`config.mk`:
```
export PLATFORM = sky130hd
export DESIGN_NAME = regbank_writer_flat
export DESIGN_NICKNAME = d
export VERILOG_FILES = /design/src/rtl/regbank_writer_if.sv /design/src/rtl/regbank_writer.sv /design/src/flat_wrapper.sv
export SDC_FILE = /design/constraint.sdc
export NUM_CORES = 1
export LEC_CHECK = 0
export BUFFER_PORTS_ARGS = -buffer_cell sky130_fd_sc_hd__buf_2
export CAP_MARGIN = 5
export CORE_AREA = 2 2 111 221
export DETAILED_ROUTE_END_ITERATION = 8
export DIE_AREA = 0 0 113 223
export PLACE_DENSITY_LB_ADDON = 0.3
export SKIP_LAST_GASP = 1
export SLEW_MARGIN = 20
export SYNTH_ARGS = -nofsm -noshare
export SYNTH_HDL_FRONTEND = slang
export SYNTH_SLANG_ARGS = --single-unit
export TNS_END_PERCENT = 1
```
`constraint.sdc`:
```
create_clock -name clk -period 6.9 [get_ports clk]
set_input_delay 0.69 -clock clk [delete_from_list [all_inputs] [get_ports clk]]
set_output_delay 0.69 -clock clk [all_outputs]
set_load 0.05 [all_outputs]
```
`src/rtl/regbank_writer_if.sv`:
```
// Write-queue, operand-read and commit-status bundle for regbank_writer.
// The slave modport is the register bank side; master is the execute/operand-fetch side.
interface regbank_writer_if #(
  parameter int QDEPTH = 4,
  parameter int DWIDTH = 16
);
  localparam int CW = $clog2(QDEPTH) + 1;

  logic              wr_valid;
  logic              wr_ready;
  logic [2:0]        wr_dr;
  logic [DWIDTH-1:0] wr_data;
  logic              commit_hold;
  logic              flush;
  logic [2:0]        register1;
  logic [2:0]        register2;
  logic [DWIDTH-1:0] sr1out;
  logic [DWIDTH-1:0] sr2out;
  logic              commit_vld;
  logic [2:0]        commit_dr;
  logic [CW-1:0]     pending;

  modport master (
    output wr_valid, wr_dr, wr_data, commit_hold, flush, register1, register2,
    input  wr_ready, sr1out, sr2out, commit_vld, commit_dr, pending
  );

  modport slave (
    input  wr_valid, wr_dr, wr_data, commit_hold, flush, register1, register2,
    output wr_ready, sr1out, sr2out, commit_vld, commit_dr, pending
  );
endinterface

```
`src/rtl/regbank_writer.sv`:
```
// 8xDWIDTH register bank with an in-order write queue committing one entry per cycle.
// Optional REGBANK_WRITER_BYPASS_EN forwards queued writes onto the SR1/SR2 read ports.
module regbank_writer #(
  parameter int QDEPTH = 4,
  parameter int DWIDTH = 16
) (
  input logic             clk,
  input logic             rst,
  regbank_writer_if.slave bus
);
  localparam int PW = $clog2(QDEPTH);
  localparam int CW = PW + 1;

  typedef enum logic [1:0] {
    ST_IDLE     = 2'd0,
    ST_DRAIN    = 2'd1,
    ST_FLUSHING = 2'd2
  } state_t;

  state_t            state_q, state_d;
  logic [DWIDTH-1:0] array_q [8];
  logic [DWIDTH-1:0] array_d [8];
  logic [2:0]        q_dr_q [QDEPTH];
  logic [2:0]        q_dr_d [QDEPTH];
  logic [DWIDTH-1:0] q_data_q [QDEPTH];
  logic [DWIDTH-1:0] q_data_d [QDEPTH];
  logic [PW-1:0]     head_q, head_d;
  logic [PW-1:0]     tail_q, tail_d;
  logic [CW-1:0]     count_q, count_d;
  logic [DWIDTH-1:0] sr1_q, sr1_d;
  logic [DWIDTH-1:0] sr2_q, sr2_d;
  logic              commit_vld_q, commit_vld_d;
  logic [2:0]        commit_dr_q, commit_dr_d;
  logic              wr_ready_s;
  logic              accept_s;
  logic              commit_s;
`ifdef REGBANK_WRITER_BYPASS_EN
  logic [PW-1:0]     fwd_idx_s;
`endif

  // A full queue refuses writes even when a commit frees a slot this cycle.
  assign wr_ready_s = (count_q != CW'(QDEPTH)) && !rst && (state_q != ST_FLUSHING);
  assign accept_s   = bus.wr_valid && wr_ready_s && !bus.flush;
  assign commit_s   = (state_q == ST_DRAIN) && !bus.commit_hold && !bus.flush
                      && (count_q != {CW{1'b0}});

  // Queue, array and FSM next-state; FLUSH outranks enqueue and commit.
  always_comb begin
    state_d      = state_q;
    head_d       = head_q;
    tail_d       = tail_q;
    count_d      = count_q;
    array_d      = array_q;
    q_dr_d       = q_dr_q;
    q_data_d     = q_data_q;
    commit_vld_d = 1'b0;
    commit_dr_d  = 3'd0;
    if (bus.flush) begin
      state_d = ST_FLUSHING;
      count_d = {CW{1'b0}};
      head_d  = tail_q;
    end else begin
      if (accept_s) begin
        q_dr_d[tail_q]   = bus.wr_dr;
        q_data_d[tail_q] = bus.wr_data;
        tail_d           = tail_q + PW'(1);
      end else begin
        tail_d = tail_q;
      end
      if (commit_s) begin
        array_d[q_dr_q[head_q]] = q_data_q[head_q];
        commit_vld_d            = 1'b1;
        commit_dr_d             = q_dr_q[head_q];
        head_d                  = head_q + PW'(1);
      end else begin
        head_d = head_q;
      end
      count_d = count_q + {{(CW-1){1'b0}}, accept_s} - {{(CW-1){1'b0}}, commit_s};
      case (state_q)
        ST_IDLE: begin
          if (accept_s) begin
            state_d = ST_DRAIN;
          end else begin
            state_d = ST_IDLE;
          end
        end
        ST_DRAIN: begin
          if (count_d == {CW{1'b0}}) begin
            state_d = ST_IDLE;
          end else begin
            state_d = ST_DRAIN;
          end
        end
        ST_FLUSHING: state_d = ST_IDLE;
        default:     state_d = ST_IDLE;
      endcase
    end
  end

  // Operand reads see the array before this cycle's commit.
  always_comb begin
    sr1_d = array_q[bus.register1];
    sr2_d = array_q[bus.register2];
`ifdef REGBANK_WRITER_BYPASS_EN
    fwd_idx_s = head_q;
    // Walk oldest to youngest so the youngest match wins; head is the committing entry.
    if (!bus.flush) begin
      for (int i = 0; i < QDEPTH; i++) begin
        fwd_idx_s = head_q + PW'(i);
        if (CW'(i) < count_q) begin
          if (q_dr_q[fwd_idx_s] == bus.register1) begin
            sr1_d = q_data_q[fwd_idx_s];
          end else begin
            sr1_d = sr1_d;
          end
          if (q_dr_q[fwd_idx_s] == bus.register2) begin
            sr2_d = q_data_q[fwd_idx_s];
          end else begin
            sr2_d = sr2_d;
          end
        end else begin
          sr1_d = sr1_d;
        end
      end
    end else begin
      sr1_d = array_q[bus.register1];
    end
`endif
  end

  // All state, including the register array, with synchronous reset.
  always_ff @(posedge clk) begin
    if (rst) begin
      state_q      <= ST_IDLE;
      head_q       <= {PW{1'b0}};
      tail_q       <= {PW{1'b0}};
      count_q      <= {CW{1'b0}};
      sr1_q        <= {DWIDTH{1'b0}};
      sr2_q        <= {DWIDTH{1'b0}};
      commit_vld_q <= 1'b0;
      commit_dr_q  <= 3'd0;
      for (int i = 0; i < 8; i++) begin
        array_q[i] <= {DWIDTH{1'b0}};
      end
      for (int i = 0; i < QDEPTH; i++) begin
        q_dr_q[i]   <= 3'd0;
        q_data_q[i] <= {DWIDTH{1'b0}};
      end
    end else begin
      state_q      <= state_d;
      head_q       <= head_d;
      tail_q       <= tail_d;
      count_q      <= count_d;
      sr1_q        <= sr1_d;
      sr2_q        <= sr2_d;
      commit_vld_q <= commit_vld_d;
      commit_dr_q  <= commit_dr_d;
      array_q      <= array_d;
      q_dr_q       <= q_dr_d;
      q_data_q     <= q_data_d;
    end
  end

  assign bus.wr_ready   = wr_ready_s;
  assign bus.sr1out     = sr1_q;
  assign bus.sr2out     = sr2_q;
  assign bus.commit_vld = commit_vld_q;
  assign bus.commit_dr  = commit_dr_q;
  assign bus.pending    = count_q;
endmodule
```
`src/flat_wrapper.sv`:
```
// flat-port wrapper written by rule: the top's interface ports become plain ports
module regbank_writer_flat 
#(
  parameter int QDEPTH = 4,
  parameter int DWIDTH = 16
)
  (clk, rst, bus_wr_valid, bus_wr_dr, bus_wr_data, bus_commit_hold, bus_flush, bus_register1, bus_register2, bus_wr_ready, bus_sr1out, bus_sr2out, bus_commit_vld, bus_commit_dr, bus_pending);
  regbank_writer_if #(.QDEPTH(QDEPTH), .DWIDTH(DWIDTH)) bus_i ();
  input logic clk;
  input logic rst;
  input wire logic [$bits(bus_i.wr_valid)-1:0] bus_wr_valid;
  input wire logic [$bits(bus_i.wr_dr)-1:0] bus_wr_dr;
  input wire logic [$bits(bus_i.wr_data)-1:0] bus_wr_data;
  input wire logic [$bits(bus_i.commit_hold)-1:0] bus_commit_hold;
  input wire logic [$bits(bus_i.flush)-1:0] bus_flush;
  input wire logic [$bits(bus_i.register1)-1:0] bus_register1;
  input wire logic [$bits(bus_i.register2)-1:0] bus_register2;
  output wire logic [$bits(bus_i.wr_ready)-1:0] bus_wr_ready;
  output wire logic [$bits(bus_i.sr1out)-1:0] bus_sr1out;
  output wire logic [$bits(bus_i.sr2out)-1:0] bus_sr2out;
  output wire logic [$bits(bus_i.commit_vld)-1:0] bus_commit_vld;
  output wire logic [$bits(bus_i.commit_dr)-1:0] bus_commit_dr;
  output wire logic [$bits(bus_i.pending)-1:0] bus_pending;
  assign bus_i.wr_valid = bus_wr_valid;
  assign bus_i.wr_dr = bus_wr_dr;
  assign bus_i.wr_data = bus_wr_data;
  assign bus_i.commit_hold = bus_commit_hold;
  assign bus_i.flush = bus_flush;
  assign bus_i.register1 = bus_register1;
  assign bus_i.register2 = bus_register2;
  assign bus_wr_ready = bus_i.wr_ready;
  assign bus_sr1out = bus_i.sr1out;
  assign bus_sr2out = bus_i.sr2out;
  assign bus_commit_vld = bus_i.commit_vld;
  assign bus_commit_dr = bus_i.commit_dr;
  assign bus_pending = bus_i.pending;
  regbank_writer #(.QDEPTH(QDEPTH), .DWIDTH(DWIDTH)) u_core (.clk(clk), .rst(rst), .bus(bus_i));
endmodule
```
==> summary.md, run 1 <==
| Metric | Value |
|---|---|
| Synth top area cells | `dfxtp_1 (43%), mux4_2 (16%), mux2i_1 (15%)` |
| Syn nets | `1083` |
| Critical Path Source Type | `input port` |
| Sum Neg Setup Slack | `0 ns` |
| Clk sink count | `249` |
| Crit end category | `flip-flop` |
| Share of layout cells above drive strength 1 | `19.6%` |
| Failing checks | `design-rule violations` |
| Detailed-route via count | `7906` |
| Area delta synth->final | `8.99%` |
| WS Path Type | `input port to flip-flop` |
| Initial Utilization | `49.0%` |
| Top cell type's share of synthesized area | `43.1%` |
| Hold WC Path Type | `input port to flip-flop` |
| Post-Synthesis Cells | `1046` |
| Crit-path max FO | `106` |
| Req. time, crit path | `7.27 ns` |
| N_diodes | `0` |
| Clock slew at reported path FFs | `0.07 ns` |
| Synth Area in Adders | `0.822%` |
| Vias/cell | `5.84` |
| Core area | `23600 sq um` |
| Detailed Place HPWL | `16200 microns` |
| Tmin final | `2.75 ns` |
| Largest net degree at the start of global routing | `107` |
| Max Cap Viol | `0` |
| DRT Pass-1 Iters | `7` |
| P_leak | `5.36 nW` |
| Yosys reg bits | `249` |
| # Post-CTS Setup Buffers | `0` |
| Fin. max-slew vios | `0` |
| Die width | `113 microns` |
| FILL cells | `2093` |
| GR Util All Layers | `21.6%` |
| Antenna Nets Post-Route | `0` |
| Synth Area in Simple Gates | `14.2%` |
| Sequential share of the synthesized area | `43.1%` |
| Initial antenna violation count | `2` |
| Hold slack | `0.468 ns` |
| First-pass GRT wire length | `43900 microns` |
| Clock buffer depth | `3` |
| Area of the multi-input gates | `6090 sq um` |
| Synth Area in Compound Gates | `5.57%` |
| RSZ-0062 raised after global routing | `false` |
| VDD IR max | `0.000234 V` |
| Max incr delay on CP | `0.77 ns` |
| Ys async rst share | `0%` |
| Clock skew | `0.0193 ns` |
| Worst slew pin tran | `0.929 ns` |
| EDFF count, synth | `0` |
| Post-synth top cells | `dfxtp_1 (249), mux2i_1 (179), nand2b_1 (145), mux4_2 (82), clkbuf_1 (64)` |
| CTS tree | `done` |
| Hold buffer count at cts | `0` |
| Detailed Route Iter0 Violations | `419` |
| Vias in the first global route | `7975` |
| Synth Area in XOR/XNOR | `0.303%` |
| Row count | `80` |
| Drt drc | `5` |
| Fin nets | `1088` |
| Multiplexer share of the synthesized area | `31.7%` |
| Cell chosen for the clock root | `clkbuf_16` |
| PostCTS Resize Cnt | `0` |
| H-tree depth | `1` |
| I/O pins | `70` |
| Skew-Pair Late Insertion Delay | `0.52 ns` |
| Final Cycle Share | `39.9%` |
| P per Cell Area | `222 nW/um^2` |
| Congestion Overflow GR | `0` |
| Crit-path slowest cell | `buf_4` |
| Cell variety after synth | `38` |
| Post-synth top area cell | `dfxtp_1` |
| WP data arrival | `3.13 ns` |
| Final WL | `27300 microns` |
| IO Port Bufs | `69` |
| Fmax | `0.363 GHz` |
| Outcome | `complete, but fails checks` |
| Die H | `223 microns` |
| Routed wire per std cell | `20.2 microns` |
| Slew HR | `38.1%` |
| Final hold vios | `0` |
| Storage element area | `4990 sq um` |
| Crit-path cells | `buf_6 -> buf_4 -> buf_4 -> nand2b_1 -> mux2i_1` |
| Mapped Area | `11600 sq um` |
| Commonest register cell after synthesis | `dfxtp_1` |
| Cell mode on critical path | `buf_4` |
| CTS Buf Count | `23` |
| Synth warn | `0` |
| Largest family of logic cells by synthesized area | `multiplexers` |
| Setup violators final | `0` |
| Die area | `25200 sq um` |
| RD Place Congestion | `0.760` |
| Most numerous cell in the Yosys netlist | `dfxtp_1` |
| Syn_area_per_cell | `11.1 sq um` |
-- area by class of cell --
class                      instances  area share [%]
clock inverter                     9           0.427
timing repair buffer              80            3.44
sequential                       249            39.5
clock buffer                      31            5.12
inverter                          10           0.298
tap                              287            2.85
multi-input combinational        687            48.3
-- layout by cell type (no fill, tap or decap), drive strengths merged, types with 9 or more instances in the layout --
master	n
dfxtp	249
mux2i	179
nand2b	145
mux4	83
buf	80
a21oi	59
nand3	58
o21ai	58
nor2	55
clkbuf	31
inv	10
nand2	10
nor3	9
-- power by group --
part / leakage [nW] / internal [mW] / switching (mW)
logic: 3.01 / 0.0546 / 0.0916
clock network: 0.345 / 0.657 / 0.548
registers: 2.01 / 1.44 / 0.00546
total: 5.36 / 2.15 / 0.645
-- final timing paths --
kind / start / depth (start not counted) / slack, ns / to
max: rst / 5 / 4.15 / u_core.array_q[64]
min: bus_wr_data[4] / 3 / 0.47 / u_core.q_data_q[36]
max reg2reg: u_core.bus.pending[1] / 10 / 4.27 / u_core.state_q[0]
min reg2reg: u_core.q_dr_q[6] / 2 / 0.47 / u_core.q_dr_q[6]
-- flip-flops by register name, summed over array words and instances (netlist names) --
register	cells
u_core.bus.commit_vld	1
u_core.q_data_q	64
u_core.bus.sr2out	16
u_core.bus.pending	3
u_core.head_q	2
u_core.bus.sr1out	16
u_core.array_q	128
u_core.tail_q	2
u_core.q_dr_q	12
u_core.state_q	2
u_core.bus.commit_dr	3
-- kinds of logic (layout without fill, tap and decap cells) --
group           after synthesis  after routing
compound gates              124            124
xor+xnor                      4              4
fa+ha+maj                     7              7
simple gates                290            290
flops                       249            249
mux                         262            262
buf+inv                     110            130
-- through the flow --
step	instances	worst slack [ns]	util, %	cell area [sq um]	total power [mW]
global route	1353	3.91	53.4	12600	2.89
floorplan	1046	3.83	-	11600	1.58
global placement	1313	3.78	50.4	11900	1.63
finish	1353	4.15	53.4	12600	2.80
detailed placement	1313	3.68	50.4	11900	1.63
CTS	1353	4.19	53.4	12600	2.83
-- worst max-delay path: cells and delay by family --
family | cells | cell delay, ns
muxes | 1 | 0.13
and+or+nand+nor | 1 | 0.37
buffers and inverters | 3 | 1.83
-- routing by layer --
| metal | wire [microns] | GRT usage [%] |
|---|---|---|
| met5 | 26 | 0 |
| met4 | 794 | 6.41 |
| met3 | 1090 | 2.77 |
| met2 | 14100 | 37.8 |
| met1 | 11300 | 27.9 |
No activity file was read; power rests on OpenSTA's default activity.
==> run 2, diff against run 1 <==
--- a/config.mk
+++ b/config.mk
@@ -5,11 +5,12 @@
 export SDC_FILE = /design/constraint.sdc
 export NUM_CORES = 1
 export LEC_CHECK = 0
+export ABC_AREA = 1
 export BUFFER_PORTS_ARGS = -buffer_cell sky130_fd_sc_hd__buf_2
 export CAP_MARGIN = 5
-export CORE_AREA = 2 2 111 221
+export CORE_AREA = 2 2 113 225
 export DETAILED_ROUTE_END_ITERATION = 8
-export DIE_AREA = 0 0 113 223
+export DIE_AREA = 0 0 115 227
 export PLACE_DENSITY_LB_ADDON = 0.3
 export SKIP_LAST_GASP = 1
 export SLEW_MARGIN = 20
==> constraint.sdc (replaced) <==
create_clock -name clk -period 2.65 [get_ports clk]
set_input_delay 0.265 -clock clk [delete_from_list [all_inputs] [get_ports clk]]
set_output_delay 0.265 -clock clk [all_outputs]
set_load 0.05 [all_outputs]
==> run 2 against run 1 <==
Against the previous run:
- the flow now finishes without violations
- critical endpoint is now u_core.state_q[0]
- highest routed layer is now met4
- largest cell class unchanged
- sequential share of layout area down 1.5 points
- die area up 3.6%
- global-route usage up 3.9 points
- critical path type is now flip-flop to flip-flop
==> summary.md, run 2 <==
| Metric | Value |
|---|---|
| Critical Path Source Type | `flip-flop` |
| Yosys reg bits | `249` |
| P_leak | `6.34 nW` |
| Storage element area | `4990 sq um` |
| Hold buffer count at cts | `0` |
| Synth warn | `0` |
| Detailed Route Iter0 Violations | `838` |
| Cell variety after synth | `27` |
| Area of the multi-input gates | `5540 sq um` |
| Die H | `227 microns` |
| VDD IR max | `0.000422 V` |
| PostCTS Resize Cnt | `0` |
| CTS Buf Count | `23` |
| Hold slack | `0.0639 ns` |
| Detailed Place HPWL | `20900 microns` |
| Sequential share of the synthesized area | `41.6%` |
| Initial antenna violation count | `0` |
| Sum Neg Setup Slack | `0 ns` |
| Most frequent cells in the layout | `nand2_1 (362), a21oi_1 (292), nor2_1 (282)` |
| Crit end category | `flip-flop` |
| Detailed-route via count | `11228` |
| Cell chosen for the clock root | `clkbuf_16` |
| Clk sink count | `249` |
| Fin nets | `1868` |
| Routed wire per std cell | `15.4 microns` |
| Setup violators final | `0` |
| Slew HR | `42.7%` |
| EDFF count, synth | `0` |
| Skew-Pair Late Insertion Delay | `0.52 ns` |
| Synth top area cells | `dfxtp_1 (42%), a21oi_1 (12%), nand2_1 (11%)` |
| FILL cells | `2464` |
| Worst slew pin tran | `0.859 ns` |
| Ys async rst share | `0%` |
| RD Place Congestion | `0.834` |
| RSZ-0062 raised after global routing | `false` |
| Req. time, crit path | `3.05 ns` |
| # Post-CTS Setup Buffers | `0` |
| Final WL | `32900 microns` |
| Clock buffer depth | `3` |
| CTS tree | `done` |
| Commonest register cell after synthesis | `dfxtp_1` |
| Largest register by flop count | `u_core.array_q` |
| Top cell type's share of synthesized area | `41.6%` |
| Final hold vios | `0` |
| Biggest regs | `u_core.array_q: 128 flops, u_core.q_data_q: 64 flops` |
| Max Cap Viol | `0` |
| Area delta synth->final | `9.18%` |
| Outcome | `complete, no violations` |
| H-tree depth | `1` |
| Vias/cell | `5.26` |
| Post-synth top cells | `nand2_1 (362), a21oi_1 (292), nor2_1 (282), dfxtp_1 (249), inv_1 (222)` |
| Share of layout cells above drive strength 1 | `8.83%` |
| Congestion Overflow GR | `0` |
| Die width | `115 microns` |
| GR Util All Layers | `25.5%` |
| Tmin final | `2.25 ns` |
| Drt drc | `0` |
| Die area | `26100 sq um` |
| Pwr Total | `7.84 mW` |
| Max reg flops | `128` |
| WS Path Type | `flip-flop to flip-flop` |
| Fmax | `0.444 GHz` |
| Commonest non-fill, non-tap cell in the layout | `nand2_1` |
| Mapped Area | `12000 sq um` |
| Syn_area_per_cell | `6.54 sq um` |
| Fin. max-slew vios | `0` |
| Antenna Nets Post-Route | `0` |
| DRT Pass-1 Iters | `6` |
| Vias in the first global route | `10467` |
| Most numerous cell in the Yosys netlist | `nand2_1` |
| Row count | `81` |
| Final Cycle Share | `85.0%` |
| Clock slew at reported path FFs | `0.06 ns` |
| Post-synth top area cell | `dfxtp_1` |
| P per Cell Area | `599 nW/um^2` |
| Crit-path max FO | `10` |
| Largest net degree at the start of global routing | `81` |
| Clock skew | `0.0138 ns` |
| First-pass GRT wire length | `53600 microns` |
| IO Port Bufs | `69` |
| WP data arrival | `2.66 ns` |
| Post-Synthesis Cells | `1833` |
| Initial Utilization | `49.3%` |
| Syn nets | `1870` |
| Hold WC Path Type | `input port to flip-flop` |
| N_diodes | `0` |
| I/O pins | `70` |
| Core area | `24300 sq um` |
run 2: changes by cell type after synthesis, moves of 7 or more:
| cell | before | now |
|---|---|---|
| nor2_1 | 55 | 282 |
| mux4_2 | 82 | 0 |
| nand3_1 | 58 | 46 |
| buf_2 | 11 | 49 |
| nand2_4 | 8 | 0 |
| nand2_2 | 0 | 7 |
| clkbuf_1 | 64 | 56 |
| nand2_1 | 2 | 362 |
| o21ai_0 | 53 | 208 |
| a21oi_1 | 59 | 292 |
| o22ai_2 | 0 | 10 |
| inv_1 | 9 | 222 |
| mux2i_1 | 179 | 0 |
| nand2b_1 | 145 | 0 |
run 2: cell families (layout without fill, tap and decap cells):
logic type,after synthesis,count (layout),synth area share (%)
AO/OA/AOI/OAI,512,512,22.0
flip-flops,249,249,41.6
buffers and inverters,354,367,12.3
adder cells (fa/ha/maj),7,7,0.793
AND/OR/NAND/NOR,709,709,23.2
XOR/XNOR,2,2,0.146
run 2: report_power, final:
part / switching [mW] / internal [mW]
registers: 0.0261 / 3.80
clock network: 1.42 / 1.78
logic: 0.606 / 0.211
run 2: routing by layer:
metal | vias to the layer above | global-route usage, % | share of wire (%)
li1 | 5761 | - | -
met1 | 5031 | 29.7 | 40
met2 | 365 | 46.6 | 52
met3 | 71 | 2.64 | 5.5
met4 | 0 | 11.1 | 3.2
met5 | - | 0 | 0
run 2: critical path: stages, from the launching register on:
cell,delay [ns]
dfxtp_1,0.31
inv_1,0.06
nor2_1,0.22
nand3_4,0.19
inv_1,0.11
ha_1,0.23
inv_1,0.06
ha_1,0.14
inv_1,0.05
fa_1,0.50
nand2_1,0.05
o21ai_0,0.15
a21oi_1,0.08
run 2: final timing paths:
check | from | endpoint | slack [ns] | depth (start not counted)
setup / recovery | u_core.state_q[0] | u_core.state_q[0] | 0.40 | 12
hold / removal | rst | u_core.state_q[1] | 0.06 | 2
setup reg to reg | u_core.state_q[0] | u_core.state_q[0] | 0.40 | 12
hold reg to reg | u_core.q_data_q[47] | u_core.q_data_q[47] | 0.44 | 2
run 2: metrics by stage:
stage	setup WS (ns)	area (sq um)	std cells	util [%]
floorplan	0.0546	12000	1833	-
CTS	0.384	13100	2136	53.8
global route	0.124	13100	2136	53.8
detailed placement	0.414	12400	2096	50.9
global placement	0.410	12400	2096	50.9
finish	0.396	13100	2136	53.8
run 2: layout make-up:
cell class / count / area share, %
Multi-Input combinational cell: 1230 / 42.3
Clock inverter: 9 / 0.554
Timing Repair Buffer: 101 / 4.95
Tap cell: 290 / 2.77
Clock buffer: 31 / 4.85
Sequential cell: 249 / 38.1
Inverter: 226 / 6.53
==> run 3, diff against run 2 <==
==> constraint.sdc (replaced) <==
create_clock -name clk -period 2.2 [get_ports clk]
set_input_delay 0.22 -clock clk [delete_from_list [all_inputs] [get_ports clk]]
set_output_delay 0.22 -clock clk [all_outputs]
set_load 0.05 [all_outputs]
==> run 3 against run 2 <==
Against the previous run:
- non-clock buffer count increased by 11
- clock-buffer cell count decreased by 2
- hold slack got worse by 0.049 ns
- critical endpoint unchanged
- worst setup slack got worse by 0.26 ns
- combinational power increased by 23%
- die area unchanged
- first-iteration DRC count increased by 3.8%
- sequential share of layout area decreased by 0.76 points
- routed wire length increased by 0.76%
==> summary.md, run 3 (synthesis results as in run 2) <==
| Metric | Value |
|---|---|
| Final Cycle Share | `93.6%` |
| Max reg flops | `128` |
| Clk sink count | `249` |
| CTS tree | `done` |
| Max Cap Viol | `0` |
| DRT met1 WL | `12900 microns` |
| Row count | `81` |
| Antenna Nets Post-Route | `0` |
| Share of layout cells above drive strength 1 | `10.1%` |
| Highest Signal Layer | `met4` |
| Detailed Route Iter0 Violations | `870` |
| Initial Utilization | `49.3%` |
| Min-Delay Path Depth | `3` |
| Die area | `26100 sq um` |
| Combinational Power Share | `10.0%` |
| Commonest non-fill, non-tap cell in the layout | `nand2_1` |
| Area delta synth->final | `11.7%` |
| N_diodes | `0` |
| Worst slew pin tran | `0.855 ns` |
| Met2 WL | `17300 microns` |
| Min-Delay Endpoint | `u_core.q_data_q[49]` |
| Metal3 WL | `2030 microns` |
| Hold slack | `0.0152 ns` |
| IO Port Bufs | `69` |
| Initial antenna violation count | `1` |
| Seq pwr share | `46.2%` |
| Largest register by flop count | `u_core.array_q` |
| RD Place Congestion | `0.836` |
| WP data arrival | `2.48 ns` |
| Clock slew at reported path FFs | `0.07 ns` |
| GR Util All Layers | `25.3%` |
| I/O pins | `70` |
| Die H | `227 microns` |
| PostCTS Resize Cnt | `0` |
| Clock skew | `0.00880 ns` |
| Setup violators final | `0` |
| Tmin final | `2.06 ns` |
| Die width | `115 microns` |
| Largest net degree at the start of global routing | `62` |
| Hold WC Path Type | `input port to flip-flop` |
| P per Cell Area | `744 nW/um^2` |
| Pint | `7.40 mW` |
| Hold buffer count at cts | `0` |
| Crit end category | `flip-flop` |
| Post-DP Area | `12600 sq um` |
| Vias/cell | `5.26` |
| HP Start | `bus_wr_data[1]` |
| Biggest regs | `u_core.array_q: 128 flops, u_core.q_data_q: 64 flops` |
| Req. time, crit path | `2.62 ns` |
| Critical Path Source Type | `flip-flop` |
| Reg-to-reg startpoint | `u_core.bus.pending[0]` |
| Fmax | `0.486 GHz` |
| Vias in the first global route | `10403` |
| VDD IR max | `0.000399 V` |
| Outcome | `complete, no violations` |
| Clock power frac | `43.8%` |
| Final hold vios | `0` |
| CTS Buf Count | `23` |
| Congestion Overflow GR | `0` |
| Core Util, Final | `55.1%` |
| Most frequent cells in the layout | `nand2_1 (359), a21oi_1 (292), nor2_1 (280)` |
| Cell mode on critical path | `inv_1` |
| Crit-path slowest cell | `fa_1` |
| P_leak | `6.48 nW` |
| Fin. max-slew vios | `0` |
| Switching Share | `25.8%` |
| Drt drc | `0` |
| Core area | `24300 sq um` |
| WS Path Type | `flip-flop to flip-flop` |
| First-pass GRT wire length | `52900 microns` |
| Crit-path max FO | `3` |
| Crit-path cells | `nor2_2 -> nand2_2 -> nand3_4 -> inv_1 -> ha_1 -> inv_1 -> ha_1 -> inv_1 -> fa_1 -> nand2_1 -> o21ai_0 -> a21oi_1` |
| Clock buffer depth | `3` |
| DRT Pass-1 Iters | `5` |
| Max incr delay on CP | `0.50 ns` |
| Fin nets | `1879` |
| Register-to-Register Path Depth | `12` |
| Routed wire per std cell | `15.4 microns` |
| Final WL | `33200 microns` |
| Detailed Place HPWL | `20700 microns` |
| Final instance area | `13400 sq um` |
| FF-to-FF End | `u_core.state_q[0]` |
| R2r setup slk | `0.14 ns` |
| Slew HR | `43.0%` |
| # Post-CTS Setup Buffers | `0` |
| Detailed-route via count | `11295` |
| H-tree depth | `1` |
| Sw Pwr | `2.57 mW` |
| Cell chosen for the clock root | `clkbuf_16` |
| Sum Neg Setup Slack | `0 ns` |
| Skew-Pair Late Insertion Delay | `0.53 ns` |
-- run 3: cell types whose count changed in the layout (fill, tap and decap cells not counted), moves of 3 or more --
cell,change
clkbuf_1,-4
buf_4,+5
nand2_1,-3
nand2_2,+3
dfxtp_4,+3
bufinv_16,+3
clkinv_2,-3
buf_12,+6
dfxtp_1,-3
-- run 3: per-stage QoR --
step | instances | power, mW | worst slack (ns)
6_report | 2148 | 9.97 | 0.141
5_1_grt | 2148 | 10.3 | -0.00458
4_1_cts | 2148 | 10.0 | 0.103
3_5_place_dp | 2107 | 5.70 | 0.116
3_3_place_gp | 2107 | 5.68 | 0.127
2_1_floorplan | 1833 | 5.38 | 0.0156
-- run 3: worst max-delay path, delay by kind of cell, from the launching register on --
family	cells	cell delay (ns)
adders and majority gates	3	0.89
DFF	1	0.35
and+or+nand+nor	4	0.32
AOI/OAI and AO/OA	2	0.21
buffers and inverters	3	0.16
-- run 3: final cells by class --
class	count	area, sq um
Clock inverter	12	173
Inverter	226	860
Tap cell	290	363
Timing Repair Buffer	112	806
Fill cell	2411	10900
Sequential cell	249	5000
Multi-Input combinational cell	1230	5550
Clock buffer	29	648
-- run 3: worst max-delay path by stage --
| stage | to | depth (start not counted) | startpoint | slack [ns] |
|---|---|---|---|---|
| final | u_core.state_q[0] | 12 | u_core.bus.pending[0] | 0.14 |
| after global routing | u_core.state_q[0] | 12 | u_core.state_q[0] | -0.005 |
| after CTS | u_core.state_q[0] | 12 | u_core.state_q[0] | 0.10 |
| after detailed placement | u_core.state_q[0] | 12 | u_core.state_q[0] | 0.12 |
| after global placement | u_core.state_q[0] | 12 | bus_flush | 0.13 |
| after floorplan | u_core.state_q[0] | 12 | u_core.bus.pending[0] | 0.02 |
-- run 3: per-layer routing --
metal | global-route usage (%) | vias up
met4 | 10.1 | 0
met2 | 47.1 | 339
met3 | 3.22 | 65
li1 | - | 5787
met5 | 0 | -
met1 | 28.8 | 5104
-- run 3: power groups by stage --
stage | clock network (mW) | registers [mW] | logic [mW]
6_report | 4.37 | 4.60 | 1.00
5_1_grt | 4.61 | 4.61 | 1.09
4_1_cts | 4.43 | 4.60 | 0.995
3_5_place_dp | 0 | 4.71 | 0.991
3_3_place_gp | 0 | 4.70 | 0.981
2_1_floorplan | 0 | 4.84 | 0.536
